===== src/rtl/uart_pkg.sv =====
// Shared types for the UART echo path.
// Character width default and TX sequencer states.
package uart_pkg;

    localparam int PAYLOAD_BITS_DEF = 8;

    typedef enum logic [1:0] {
        IDLE,
        LOAD,
        WAIT_BUSY,
        WAIT_DONE
    } tx_state_e;

endpackage


===== src/rtl/sync_fifo.sv =====
// Synchronous FIFO with flush; head is read combinationally.
// Power-of-two depth so pointers wrap by natural overflow.
module sync_fifo #(
    parameter int WIDTH = 8,
    parameter int DEPTH = 16
) (
    input  logic                   clk,
    input  logic                   reset,
    input  logic                   push,
    input  logic                   pop,
    input  logic                   flush,
    input  logic [WIDTH-1:0]       din,
    output logic [WIDTH-1:0]       dout,
    output logic [$clog2(DEPTH):0] count,
    output logic                   full,
    output logic                   empty
);

    localparam int AW = $clog2(DEPTH);
    localparam logic [AW:0] FULL_CNT = (AW + 1)'(DEPTH);

    logic [WIDTH-1:0] mem [DEPTH];
    logic [AW-1:0]    wr_ptr;
    logic [AW-1:0]    rd_ptr;
    logic             do_push;
    logic             do_pop;

    assign full    = (count == FULL_CNT);
    assign empty   = (count == '0);
    assign do_pop  = pop & ~empty;
    // A pop frees the slot in the same cycle, so a push into a full FIFO is kept.
    assign do_push = push & (~full | do_pop);
    assign dout    = mem[rd_ptr];

    always_ff @(posedge clk) begin
        if (do_push && !flush) begin
            mem[wr_ptr] <= din;
        end
    end

    always_ff @(posedge clk) begin
        if (reset || flush) begin
            wr_ptr <= '0;
            rd_ptr <= '0;
            count  <= '0;
        end else begin
            if (do_push) begin
                wr_ptr <= wr_ptr + 1'b1;
            end
            if (do_pop) begin
                rd_ptr <= rd_ptr + 1'b1;
            end
            case ({do_push, do_pop})
                2'b10:   count <= count + 1'b1;
                2'b01:   count <= count - 1'b1;
                default: count <= count;
            endcase
        end
    end

endmodule


===== src/rtl/uart_echo_fifo.sv =====
// Buffers received UART characters and replays them to the transmitter.
// Break rising edge flushes the queue; dropped characters set a sticky flag.
module uart_echo_fifo
    import uart_pkg::*;
#(
    parameter int PAYLOAD_BITS = PAYLOAD_BITS_DEF,
    parameter int DEPTH        = 16
) (
    input  logic                    clk,
    input  logic                    reset,
    input  logic [PAYLOAD_BITS-1:0] rx_data,
    input  logic                    rx_valid,
    input  logic                    rx_break,
    input  logic                    tx_busy,
    input  logic                    clr_ovf,
    output logic [PAYLOAD_BITS-1:0] tx_data,
    output logic                    tx_en,
    output logic [$clog2(DEPTH):0]  fifo_count,
    output logic                    fifo_empty,
    output logic                    fifo_full,
    output logic                    overflow
);

    tx_state_e               state;
    logic                    break_q;
    logic                    flush;
    logic                    push;
    logic                    pop;
    logic                    drop;
    logic [PAYLOAD_BITS-1:0] head;

    assign flush = rx_break & ~break_q;
    assign push  = rx_valid & ~rx_break;
    // Flush wins over a pop so nothing from a discarded queue reaches tx_data.
    assign pop   = (state == IDLE) & ~fifo_empty & ~tx_busy & ~flush;
    assign drop  = push & fifo_full & ~pop;

    sync_fifo #(
        .WIDTH (PAYLOAD_BITS),
        .DEPTH (DEPTH)
    ) u_fifo (
        .clk   (clk),
        .reset (reset),
        .push  (push),
        .pop   (pop),
        .flush (flush),
        .din   (rx_data),
        .dout  (head),
        .count (fifo_count),
        .full  (fifo_full),
        .empty (fifo_empty)
    );

    always_ff @(posedge clk) begin
        if (reset) begin
            state   <= IDLE;
            tx_en   <= 1'b0;
            tx_data <= '0;
        end else begin
            tx_en <= 1'b0;
            case (state)
                IDLE: begin
                    if (pop) begin
                        state   <= LOAD;
                        tx_en   <= 1'b1;
                        tx_data <= head;
                    end
                end
                LOAD: begin
                    state <= WAIT_BUSY;
                end
                WAIT_BUSY: begin
                    if (tx_busy) begin
                        state <= WAIT_DONE;
                    end
                end
                WAIT_DONE: begin
                    if (!tx_busy) begin
                        state <= IDLE;
                    end
                end
                default: begin
                    state <= IDLE;
                end
            endcase
        end
    end

    always_ff @(posedge clk) begin
        if (reset) begin
            break_q  <= 1'b0;
            overflow <= 1'b0;
        end else begin
            break_q <= rx_break;
            if (drop) begin
                overflow <= 1'b1;
            end else if (clr_ovf) begin
                overflow <= 1'b0;
            end
        end
    end

endmodule

===== config.mk =====
export PLATFORM = sky130hd
export DESIGN_NAME = uart_echo_fifo
export DESIGN_NICKNAME = d
export VERILOG_FILES = /design/src/rtl/uart_pkg.sv /design/src/rtl/sync_fifo.sv /design/src/rtl/uart_echo_fifo.sv
export SDC_FILE = /design/constraint.sdc
export NUM_CORES = 1
export LEC_CHECK = 0
export ABC_CLOCK_PERIOD_IN_PS = 3790
export CORE_AREA = 2 2 106 185
export CTS_CLUSTER_SIZE = 25
export DETAILED_ROUTE_END_ITERATION = 16
export DIE_AREA = 0 0 108 187
export DONT_BUFFER_PORTS = 1
export MAX_ROUTING_LAYER = met4
export PLACE_DENSITY = 0.46
export SYNTH_ARGS = -nofsm -noshare
export SYNTH_HDL_FRONTEND = slang
export SYNTH_HIERARCHICAL = 1
export SYNTH_SLANG_ARGS = --single-unit

===== constraint.sdc =====
create_clock -name clk -period 3.79 [get_ports clk]
set_input_delay 0.379 -clock clk [delete_from_list [all_inputs] [get_ports clk]]
set_output_delay 0.379 -clock clk [all_outputs]
set_load 0.02 [all_outputs]

==> results of run 1 <==
[placed cells by master, fill, tap and decap left out, types with 3 or more instances in the layout]
cell type   netlist  routed
edfxtp_1        128     128
nor2_1           46      46
mux4_2           32      32
dfxtp_1          30      29
buf_4             0      20
clkbuf_16         0      17
a22oi_1          16      16
nand2_1          14      14
mux2i_1          12      12
ha_1             11      11
inv_1            10      10
nor2b_1           7       7
inv_6             0       6
nand2b_1          5       5
clkinvlp_4        0       4
nand3_1           4       4
xor2_1            4       4
nand4_1           3       3
o31ai_1           3       3
nor3_1            3       3
[power by group through the flow]
stage               Clock [uW]  Sequential [uW]  Combinational (uW)
floorplan                    0             1930                77.3
global placement             0             1940                95.1
detailed placement           0             1940                97.0
CTS                       1630             1900                99.0
global route              1700             1900                 108
finish                    1590             1900                96.5
[path summary, 6_finish.rpt]
check	end	slack (ns)	cells after the start
worst max-delay path	u_fifo/count[4]	0.29	11
worst min-delay path	overflow	0.02	1
worst max register to register	u_fifo/count[4]	0.29	11
worst min register to register	u_fifo/rd_ptr[3]	0.51	2
[metal layers]
layer  part of all wire [%]  up-vias  wire [um]  global-route usage, %
met5                      0        -          0                      -
met3                    3.3       13        453                   3.55
met4                    2.4        0        335                   6.41
met2                     58       47       7960                   27.3
li1                       -     1551          -                      -
met1                     37     1697       5050                   15.8
[logic make-up after synthesis]
family / share of synthesized area (%)
flops: 69.1
compound gates: 4.96
xor+xnor: 0.681
simple gates: 7.70
mux: 13.2
fa+ha+maj: 2.45
buf+inv: 1.89
[stage by stage]
stage,worst slack (ns),instance area (um^2)
after floorplan,0.444,6430
after global placement,0.337,6810
after detailed placement,0.276,6810
after CTS,0.259,7370
after global routing,0.0194,7370
final,0.294,7370
[state kept, by name (all words and copies together) (netlist names), named ones only]
name	flops
u_fifo/count	5
tx_en	1
state	2
u_fifo/wr_ptr	4
u_fifo/mem	128
u_fifo/rd_ptr	4
tx_data	8
break_q	1
overflow	1
[cell type report]
cell class	instances	share of cell area, %
clock buffers	18	5.82
clock inverters	14	1.66
inverters	11	0.560
multi-input cells	200	25.4
flip-flops and latches	158	60.3
well taps	241	4.09
repair buffers	21	2.17
[worst max-delay path: stages, from the launching register on]
cell	delay, ns
dfxtp_1	0.55
or4_4	0.30
nor2_1	0.08
or4b_4	0.66
inv_1	0.24
nor2b_1	0.25
o21ai_4	0.13
fa_1	0.39
nand2b_1	0.21
a21o_1	0.20
a311oi_1	0.26
nand3_1	0.09
[repair_timing]
action                                 4_1_cts  5_1_grt
setup endpoints to repair                    0        1
resized for setup                            0        1
endpoints found under the hold margin        1        0
hold buffers                                 1        0
==> summary.txt, run 1 <==
Status
  • Status: complete, no violations

Power
  • Net Switching: 795 uW
  • Sequential Power Share: 53.0%
  • Power Internal: 2790 uW
  • Clock Power Share: 44.3%
  • Combinational share of power: 2.7%
  • Pwr/cell area: 486 mW/mm^2
  • Switch share: 22.2%
  • Static Leak: 0.00245 uW
  • Total power: 3580 uW
  • Worst vdd ir: 0.000286 V

Yosys
  • Most frequent cells after synthesis: edfxtp_1 (128), nor2_1 (46), mux4_2 (32)
  • Most common cell in the netlist: edfxtp_1
  • Synth cell types: 52
  • Synth top area cells: edfxtp_1 (60%), mux4_2 (11%), dfxtp_1 (9.3%), nor2_1 (2.7%), ha_1 (2.1%)
  • Yosys Warn Count: 6
  • Synthesized area: 0.00643 mm^2
  • Post-synth EDFFs: 128
  • Post-synth ARST share: 0%
  • Post-Synthesis Cells: 385
  • Flops & latches, synth: 158
  • Synthesized Nets: 411
  • Synth area leader: edfxtp_1
  • Top-area cell type share of the netlist area: 59.7%
  • Ys flop type: edfxtp_1
  • Sequential fraction of the synthesis area: 69.1%
  • Syn Area/Cell: 16.7 um^2

Setup path
  • Crit Reg-Reg Startpoint: u_fifo/count[1]
  • Startpoint Class: flop
  • CP Capture Type: flop
  • Setup Crit Path Kind: flop to flop
  • Critical Path Start: u_fifo/count[1]
  • CP required: 4.09 ns
  • Crit Path Max Fanout: 11
  • Crit path arrival time: 3.80 ns

Cells and area
  • # nets final: 435
  • Final core utilization: 39.1%
  • Area of the multi-input gates: 0.00187 mm^2
  • Area Overhead vs Synth: 14.5%
  • Register area: 0.00445 mm^2
  • Share of cells above drive strength 1: 23.0%
  • Fill cell count: 1746
  • Number of diodes: 0
  • Non-Filler Instances: 663

Global routing
  • Grt total ovfl: 0
  • GRT Total Usage: 15.3%
  • Initial antenna violation count: 0
  • Largest net degree at the start of global routing: 33
  • Vias in the first global route: 3660
  • First-pass GRT wire length: 21700 um

Drt
  • Vias per cell: 4.99
  • WL final: 13800 um
  • Via Count: 3308
  • Pre-antenna DRT Iters: 5
  • Routed len/inst: 20.8 um
  • Routed Antenna Nets: 0
  • Starting DRC count in detailed routing: 128
  • DR DRC count: 0

Timing
  • Setup Viol. Count Final: 0
  • Max Fclk: 0.286 GHz
  • Setup TNS: 0 ns
  • Hold Slack: 0.0210 ns
  • Final period utilization: 92.2%
  • Max-slew headroom: 48.3%
  • Post-route minimum period: 3.50 ns
  • Final hold violations: 0
  • Clock skew: 0.00990 ns
  • Max-slew violation count: 0
  • RSZ-0062 raised after global routing: false
  • Worst-margin pin slew: 0.774 ns

CTS
  • Clock Sinks: 158
  • Setup Buffers After CTS: 0
  • Clock Tree Buf Depth: 2
  • CTS Buf Count: 17
  • H-tree Lvls: 4
  • Root Driver: clkbuf_16
  • Worst-Skew Late Latency: 0.43 ns
  • Worst-path clk slew: 0.07 ns
  • CTS tree: yes

Place
  • Gp weighted congestion: 0.782
  • DP Wirelength: 9710 um
  • Placed Instances: 630
  • Port bufs: 0

Die
  • Site Rows: 67
  • Die W: 108 um
  • Area of the core: 0.0189 mm^2
  • Starting Density: 34.1%
  • Die area: 0.0202 mm^2
  • # IOs: 31
  • Vert. Die Dim: 187 um

Run
  • Max Cap Viol: 0

Worst hold path
  • Hold wc startpoint: reset
  • Min-Delay Path Class: input port to flop
Power figures use the tool's default switching activity.
==> inputs of run 2 (changes only) <==
- CORE_AREA: 2 2 106 185 -> 2 2 105 183
- DIE_AREA: 0 0 108 187 -> 0 0 107 185
- SLEW_MARGIN: unset -> 20
- SYNTH_HIERARCHICAL: 1 -> unset
==> run 2 against run 1 <==
Clock skew fell by 0.00080 ns. Synthesized cell count is 1.0% higher. Count of clock-buffer cells in the layout up 5. Register-to-register slack improved by 0.65 ns. Largest cell class unchanged. Via count down 1.9%. Clock power is 5% higher. Highest routed layer unchanged. Sequential power hardly changed. Sequential share of layout area up 1.1 points. Design area is 3.5% lower.
==> summary.txt, run 2 <==
Status
  • Status: complete, no violations

Global routing
  • Vias in the first global route: 3416 (-6.7%)
  • First-pass GRT wire length: 21000 um (-3.1%)
  • Largest net degree at the start of global routing: 33 (unchanged)
  • Initial antenna violation count: 0 (unchanged)
  • Grt total ovfl: 0 (unchanged)
  • GRT Total Usage: 15.7% (+0.38 points)

Die
  • # IOs: 31 (unchanged)
  • Vert. Die Dim: 185 um (-1.1%)
  • Die W: 107 um (-0.93%)
  • Area of the core: 0.0184 mm^2 (-2.4%)
  • Site Rows: 66 (-1.5%)
  • Die area: 0.0198 mm^2 (-2.0%)
  • Starting Density: 34.0% (-0.063 points)

Timing
  • Final hold violations: 0 (unchanged)
  • Final period utilization: 75.0% (-17 points)
  • Post-route minimum period: 2.84 ns (-0.654 ns)
  • Max-slew headroom: 40.7% (-7.5 points)
  • Worst-margin pin slew: 0.886 ns (+0.111 ns)
  • Max-slew violation count: 0 (unchanged)
  • Setup TNS: 0 ns (unchanged)
  • Clock skew: 0.00909 ns (-0.000805 ns)
  • Max Fclk: 0.352 GHz (+23%)
  • RSZ-0062 raised after global routing: false
  • Setup Viol. Count Final: 0 (unchanged)

Yosys
  • Ys flop type: edfxtp_1
  • Top-area cell type share of the netlist area: 61.3% (+1.6 points)
  • Yosys Warn Count: 0 (-6)
  • Mux cell area share after synthesis: 11.5% (-1.7 points)
  • Post-synth EDFFs: 128 (unchanged)
  • Post-synthesis adder-cell area fraction: 2.91% (+0.46 points)
  • Synthesized Nets: 417 (+1.5%)
  • Synth Area in XOR/XNOR: 1.12% (+0.44 points)
  • Post-Synthesis Cells: 389 (+1.0%)
  • Flops & latches, synth: 154 (-2.5%)
  • Synth cell types: 41 (-21%)
  • Post-synth ARST share: 0% (unchanged)
  • Most common cell in the netlist: edfxtp_1
  • Sequential fraction of the synthesis area: 69.6% (+0.53 points)
  • Largest family of logic cells by synthesized area: multiplexers
  • Compound-Gate Fraction of Synth Area: 5.73% (+0.77 points)
  • Most frequent cells after synthesis: edfxtp_1 (128), nor2_1 (39), mux2i_1 (34)
  • Synth top area cells: edfxtp_1 (61%), dfxtp_1 (8.3%), mux2i_1 (5.4%), mux4_2 (4.7%), ha_1 (2.6%)
  • Syn Area/Cell: 16.1 um^2 (-3.5%)
  • Synthesized area: 0.00627 mm^2 (-2.5%)
  • Synth area leader: edfxtp_1
  • Simple-gate area share of the yosys netlist: 6.51% (-1.2 points)

Worst hold path
  • Worst Hold Path Cells: 1 (unchanged)
  • Hold wc startpoint: reset
  • Min-Delay Path Class: input port to flop
  • Hold Crit Endpoint: tx_data[0]

Cells and area
  • Area Overhead vs Synth: 13.4%
  • Largest register FFs: 128 (unchanged)
  • # nets final: 424 (-2.5%)
  • Commonest non-fill, non-tap cell in the layout: edfxtp_1
  • Commonest non-fill, non-tap cells in the layout: edfxtp_1 (128), nor2_1 (39), mux2i_1 (34)
  • Biggest register: u_fifo.mem
  • Top Registers: u_fifo.mem: 128 flops, tx_data: 8 flops, u_fifo.count: 5 flops
  • Area of the multi-input gates: 0.00174 mm^2 (-6.8%)
  • Number of diodes: 0 (unchanged)
  • Register area: 0.00437 mm^2 (-1.8%)
  • Fill cell count: 1719 (-1.5%)
  • Design area: 0.00711 mm^2 (-3.5%)
  • Share of cells above drive strength 1: 14.7% (-8.3 points)
  • Non-Filler Instances: 647 (-2.4%)

CTS
  • CTS Buf Count: 17 (unchanged)
  • CTS tree: yes
  • H-tree Lvls: 4 (unchanged)
  • Clock Tree Buf Depth: 2 (unchanged)
  • Root Driver: clkbuf_16
  • Post-CTS sizing: 0 (unchanged)
  • Setup Buffers After CTS: 0 (unchanged)
  • Hold_buf cts: 1 (unchanged)
  • Clock Sinks: 154 (-2.5%)
  • Worst-path clk slew: 0.07 ns (about the same)
  • Worst-Skew Late Latency: 0.42 ns (about the same)

Power
  • Worst vdd ir: 0.000246 V (-14%)
  • Combinational share of power: 3.8% (+1.1 points)
  • Power Internal: 2920 uW (+4.7%)
  • Static Leak: 0.00219 uW (-11%)
  • Clock Power Share: 45.2% (+0.9 points)
  • Pwr/cell area: 518 mW/mm^2 (+6.6%)
  • Sequential Power Share: 51.0% (-2.0 points)
  • Net Switching: 767 uW (-3.5%)
  • Switch share: 20.8% (-1.4 points)

Drt
  • Pre-antenna DRT Iters: 5 (unchanged)
  • WL final: 14000 um (+1.6%)
  • Met3 wire len: 575 um (+27%)
  • Vias per cell: 5.02 (+0.55%)
  • Routed len/inst: 21.7 um (+4.1%)
  • Highest metal used: met4
  • DR DRC count: 0 (unchanged)
  • Starting DRC count in detailed routing: 200 (+56%)
  • Met1 WL: 5270 um (+4.4%)
  • Routed Antenna Nets: 0 (unchanged)
  • DR WL met2: 7890 um (-0.87%)
  • Via Count: 3246 (-1.9%)

Place
  • Gp weighted congestion: 0.780 (-0.32%)
  • Placed Instances: 614 (-2.5%)
  • Port bufs: 0 (unchanged)
  • DP Wirelength: 9600 um (-1.2%)
  • Area after DPL: 0.00651 mm^2 (-4.4%)

Setup path
  • CP required: 4.15 ns (+0.06 ns)
  • Setup Crit Path Kind: flop to flop
  • Crit Reg-Reg Startpoint: u_fifo.count[0]
  • CP Capture Type: flop
  • Reg-to-reg slack, setup: 0.95 ns (+0.65 ns)
  • R2R depth: 11 (unchanged)
  • Crit Path Max Fanout: 9 (-2)
  • Critical Path Start: u_fifo.count[0]
  • Startpoint Class: flop
  • Reg2reg end: u_fifo.count[4]
  • Crit path arrival time: 3.20 ns (-0.60 ns)

Run
  • Max Cap Viol: 0 (unchanged)
## run 2: cell types whose count changed in the layout (fill, tap and decap cells not counted), sizes merged, moves of 7 or more
cell	previous run	this run
a211oi	2	11
a22oi	16	0
a311oi	1	8
buf	20	7
mux2i	12	34
mux4	32	16
nor2	47	39
o22ai	0	17
## run 2: worst max-delay path, stage by stage, from the launching register on
cell     delay [ns]
dfxtp_1        0.44
nor4_4         0.49
a31oi_4        0.20
inv_1          0.09
ha_1           0.23
inv_1          0.09
fa_1           0.38
nor2b_1        0.15
o21ai_0        0.11
nor4b_1        0.16
or3_1          0.32
a21oi_1        0.12
## run 2: metal layers
layer | vias to the layer above | track usage (%)
met4 | 0 | 7.01
met2 | 61 | 28.1
li1 | 1505 | -
met3 | 14 | 4.15
met5 | - | -
met1 | 1666 | 15.8
## run 2: worst max path at each step
stage                                 end  slack [ns]  depth (start not counted)
after global placement    u_fifo.count[4]        0.96                         11
after floorplan           u_fifo.count[4]        1.09                         11
after detailed placement  u_fifo.count[4]        0.94                         11
after CTS                 u_fifo.count[4]        0.92                         11
final                     u_fifo.count[4]        0.95                         11
after global routing      u_fifo.count[4]        0.64                         11
## run 2: final cells by class
type	instances	share of cell area (%)
well taps	238	4.19
flip-flops and latches	154	61.4
repair buffers	8	1.06
multi-input cells	205	24.5
inverters	10	0.528
clock buffers	23	7.64
clock inverters	9	0.704
## run 2: through the flow
| step | hold WS (ns) | power [uW] | util (%) | setup WS, ns |
|---|---|---|---|---|
| floorplan | 0.451 | 2020 | - | 1.09 |
| global placement | 0.453 | 2050 | 35.3 | 0.960 |
| detailed placement | 0.453 | 2050 | 35.3 | 0.944 |
| CTS | 0.00396 | 3720 | 38.6 | 0.921 |
| global route | 0.00614 | 3810 | 38.6 | 0.638 |
| finish | 0.0284 | 3680 | 38.6 | 0.948 |
## run 2: power by group through the flow
stage	Combinational (uW)	Clock [uW]	Sequential, uW
finish	139	1670	1880
global placement	134	0	1910
detailed placement	140	0	1920
CTS	142	1700	1880
floorplan	112	0	1910
global route	159	1770	1880
## run 2: cell families (layout without fill, tap and decap cells)
kind of cell	Yosys count	after routing
flip-flops	154	154
AND/OR/NAND/NOR	84	84
multiplexers	51	51
AO/OA/AOI/OAI	48	48
buffers and inverters	30	50
adder cells (fa/ha/maj)	14	14
XOR/XNOR	8	8
==> inputs of run 3 (changes only) <==
- ABC_CLOCK_PERIOD_IN_PS: 3790 -> 2900
- clock period: 3.79 -> 2.9 ns (I/O delays scaled with it)
==> run 3 against run 2 <==
Via count increased by 3.9%. Core utilization is 1.6 points higher. Largest cell class unchanged. Hold slack better by 0.035 ns. Critical endpoint unchanged. Die area is the same.
==> summary.txt, run 3 (same netlist as run 2, synthesis figures left out) <==
CTS
  • Clock Sinks: 154 (unchanged)
  • CTS tree: yes
  • Worst-Skew Late Latency: 0.42 ns (about the same)
  • Setup Buffers After CTS: 0 (unchanged)
  • Clock Tree Buf Depth: 2 (unchanged)
  • H-tree Lvls: 4 (unchanged)
  • Root Driver: clkbuf_16
  • CTS Buf Count: 17 (unchanged)
  • Worst-path clk slew: 0.06 ns (about the same)

Cells and area
  • Commonest non-fill, non-tap cell in the layout: edfxtp_1
  • Commonest non-fill, non-tap cells in the layout: edfxtp_1 (128), nor2_1 (39), mux2i_1 (34)
  • # nets final: 452 (+6.6%)
  • Share of cells above drive strength 1: 18.8% (+4.1 points)
  • Area Overhead vs Synth: 18.0%
  • Largest register FFs: 128 (unchanged)
  • Biggest register: u_fifo.mem
  • Final core utilization: 40.2% (+1.6 points)
  • Top Registers: u_fifo.mem: 128 flops, tx_data: 8 flops, u_fifo.count: 5 flops

Timing
  • Clock skew: 0.00729 ns (-0.00180 ns)
  • Final hold violations: 0 (unchanged)
  • Max Fclk: 0.376 GHz (+6.8%)
  • Max-slew headroom: 51.6% (+11 points)
  • Worst-margin pin slew: 0.723 ns (-0.162 ns)
  • RSZ-0062 raised after global routing: false
  • Post-route minimum period: 2.66 ns (-0.181 ns)
  • Setup Viol. Count Final: 0 (unchanged)
  • Setup TNS: 0 ns (unchanged)
  • Final period utilization: 91.7% (+17 points)
  • Max-slew violation count: 0 (unchanged)

Power
  • Worst vdd ir: 0.000358 V (+45%)
  • Static Leak: 0.00234 uW (+6.7%)
  • Pwr/cell area: 666 mW/mm^2 (+29%)

Die
  • Vert. Die Dim: 185 um (unchanged)
  • Starting Density: 34.0% (unchanged)
  • Die W: 107 um (unchanged)
  • Die area: 0.0198 mm^2 (unchanged)
  • Area of the core: 0.0184 mm^2 (unchanged)
  • # IOs: 31 (unchanged)
  • Site Rows: 66 (unchanged)

Global routing
  • Grt total ovfl: 0 (unchanged)
  • Vias in the first global route: 3593 (+5.2%)
  • GRT Total Usage: 16.1% (+0.41 points)
  • Largest net degree at the start of global routing: 36 (+9.1%)
  • First-pass GRT wire length: 21700 um (+3.2%)
  • Initial antenna violation count: 1 (+1)

Run
  • Max Cap Viol: 0 (unchanged)

Setup path
  • Setup Crit Path Kind: flop to flop
  • R2R depth: 12 (+1)
  • Most used cell, CP: inv_1
  • Crit Reg-Reg Startpoint: state[0]
  • Reg-to-reg slack, setup: 0.24 ns (-0.71 ns)
  • CP Capture Type: flop
  • Crit Path Max Fanout: 5 (-4)
  • CP max stage delay: 0.39 ns (-0.10 ns)
  • CP required: 3.25 ns (-0.90 ns)
  • Startpoint Class: flop
  • Critical-path cell list: inv_1 -> ha_2 -> nand2b_4 -> a211oi_4 -> ha_4 -> inv_1 -> fa_1 -> nor2b_1 -> o21ai_0 -> nor4b_1 -> or3_1 -> a21oi_1
  • Crit-path slowest cell: fa_1
  • Reg2reg end: u_fifo.count[4]
  • Crit path arrival time: 3.01 ns (-0.19 ns)

Worst hold path
  • Min-Delay Path Class: input port to flop
  • Hold Crit Endpoint: overflow
  • Worst Hold Path Cells: 2 (+1)
  • Hold wc startpoint: clr_ovf

Drt
  • Vias per cell: 4.99 (-0.55%)
  • DR DRC count: 0 (unchanged)
  • Routed Antenna Nets: 0 (unchanged)
  • Pre-antenna DRT Iters: 4 (-1)
  • Starting DRC count in detailed routing: 174 (-13%)
  • WL final: 14500 um (+3.1%)
  • Via Count: 3373 (+3.9%)
  • Routed len/inst: 21.4 um (-1.3%)

Place
  • Port bufs: 0 (unchanged)
  • Gp weighted congestion: 0.795 (+1.9%)
  • DP Wirelength: 9680 um (+0.89%)

Status
  • Status: complete, no violations
## run 3: cell types whose count changed in the layout (fill, tap and decap cells not counted), moves of 2 or more
| cell | delta |
|---|---|
| buf_4 | +19 |
| clkinv_2 | -2 |
| dlygate4sd3_1 | +9 |
| clkbuf_8 | +2 |
| ha_1 | -2 |
| inv_4 | -2 |
## run 3: metrics by stage
step	setup slack, ns	total power (uW)	hold slack (ns)	cells	area [um^2]
after floorplan	0.203	2640	0.362	389	6270
after global placement	0.283	2680	0.365	633	6650
after detailed placement	0.130	2690	0.366	633	6650
after CTS	0.0989	4970	0.0324	675	7370
after global routing	0.0375	5090	0.0414	676	7400
final	0.239	4930	0.0636	676	7400
## run 3: worst max-delay path by stage
| stage | startpoint | endpoint | depth (start not counted) | slack, ns |
|---|---|---|---|---|
| after global routing | state[0] | u_fifo.count[4] | 12 | 0.04 |
| after detailed placement | state[1] | u_fifo.count[4] | 13 | 0.13 |
| after global placement | state[0] | u_fifo.count[4] | 12 | 0.28 |
| after CTS | state[1] | u_fifo.count[4] | 13 | 0.1 |
| after floorplan | u_fifo.count[0] | u_fifo.count[4] | 11 | 0.20 |
| final | state[0] | u_fifo.count[4] | 12 | 0.24 |
## run 3: power breakdown
group / switching, uW / total, uW / internal [uW]
Sequential: 27.4 / 2450 / 2420
Combinational: 155 / 250 / 95.1
Clock: 867 / 2230 / 1360
## run 3: repair_timing
action,in CTS,in global routing
resized for setup,0,5
hold endpoints to repair,141,0
endpoints found under the setup margin,0,1
hold buffers,10,0
## run 3: cell type report
type | instances | area, um^2
Tap cell | 238 | 298
Inverter | 10 | 37.5
Timing Repair Buffer | 36 | 308
Clock inverter | 8 | 47.5
Antenna cell | 1 | 2.50
Multi-Input combinational cell | 205 | 1770
Fill cell | 1691 | 11000
Clock buffer | 24 | 567
Sequential cell | 154 | 4370
## run 3: layer usage
| layer | global-route usage (%) | share of wire, % | up-vias |
|---|---|---|---|
| met5 | - | 0 | - |
| met4 | 6.23 | 1.7 | 0 |
| met3 | 4.54 | 4.0 | 15 |
| met2 | 29.3 | 57 | 70 |
| met1 | 16.1 | 37 | 1714 |
| li1 | - | - | 1574 |
## run 3: worst max-delay path, delay by kind of cell (launching register included)
kind / cells / cell delay [ns]
compound gates: 3 / 0.51
flops: 1 / 0.32
fa+ha+maj: 3 / 0.83
buf+inv: 2 / 0.18
simple gates: 4 / 0.75
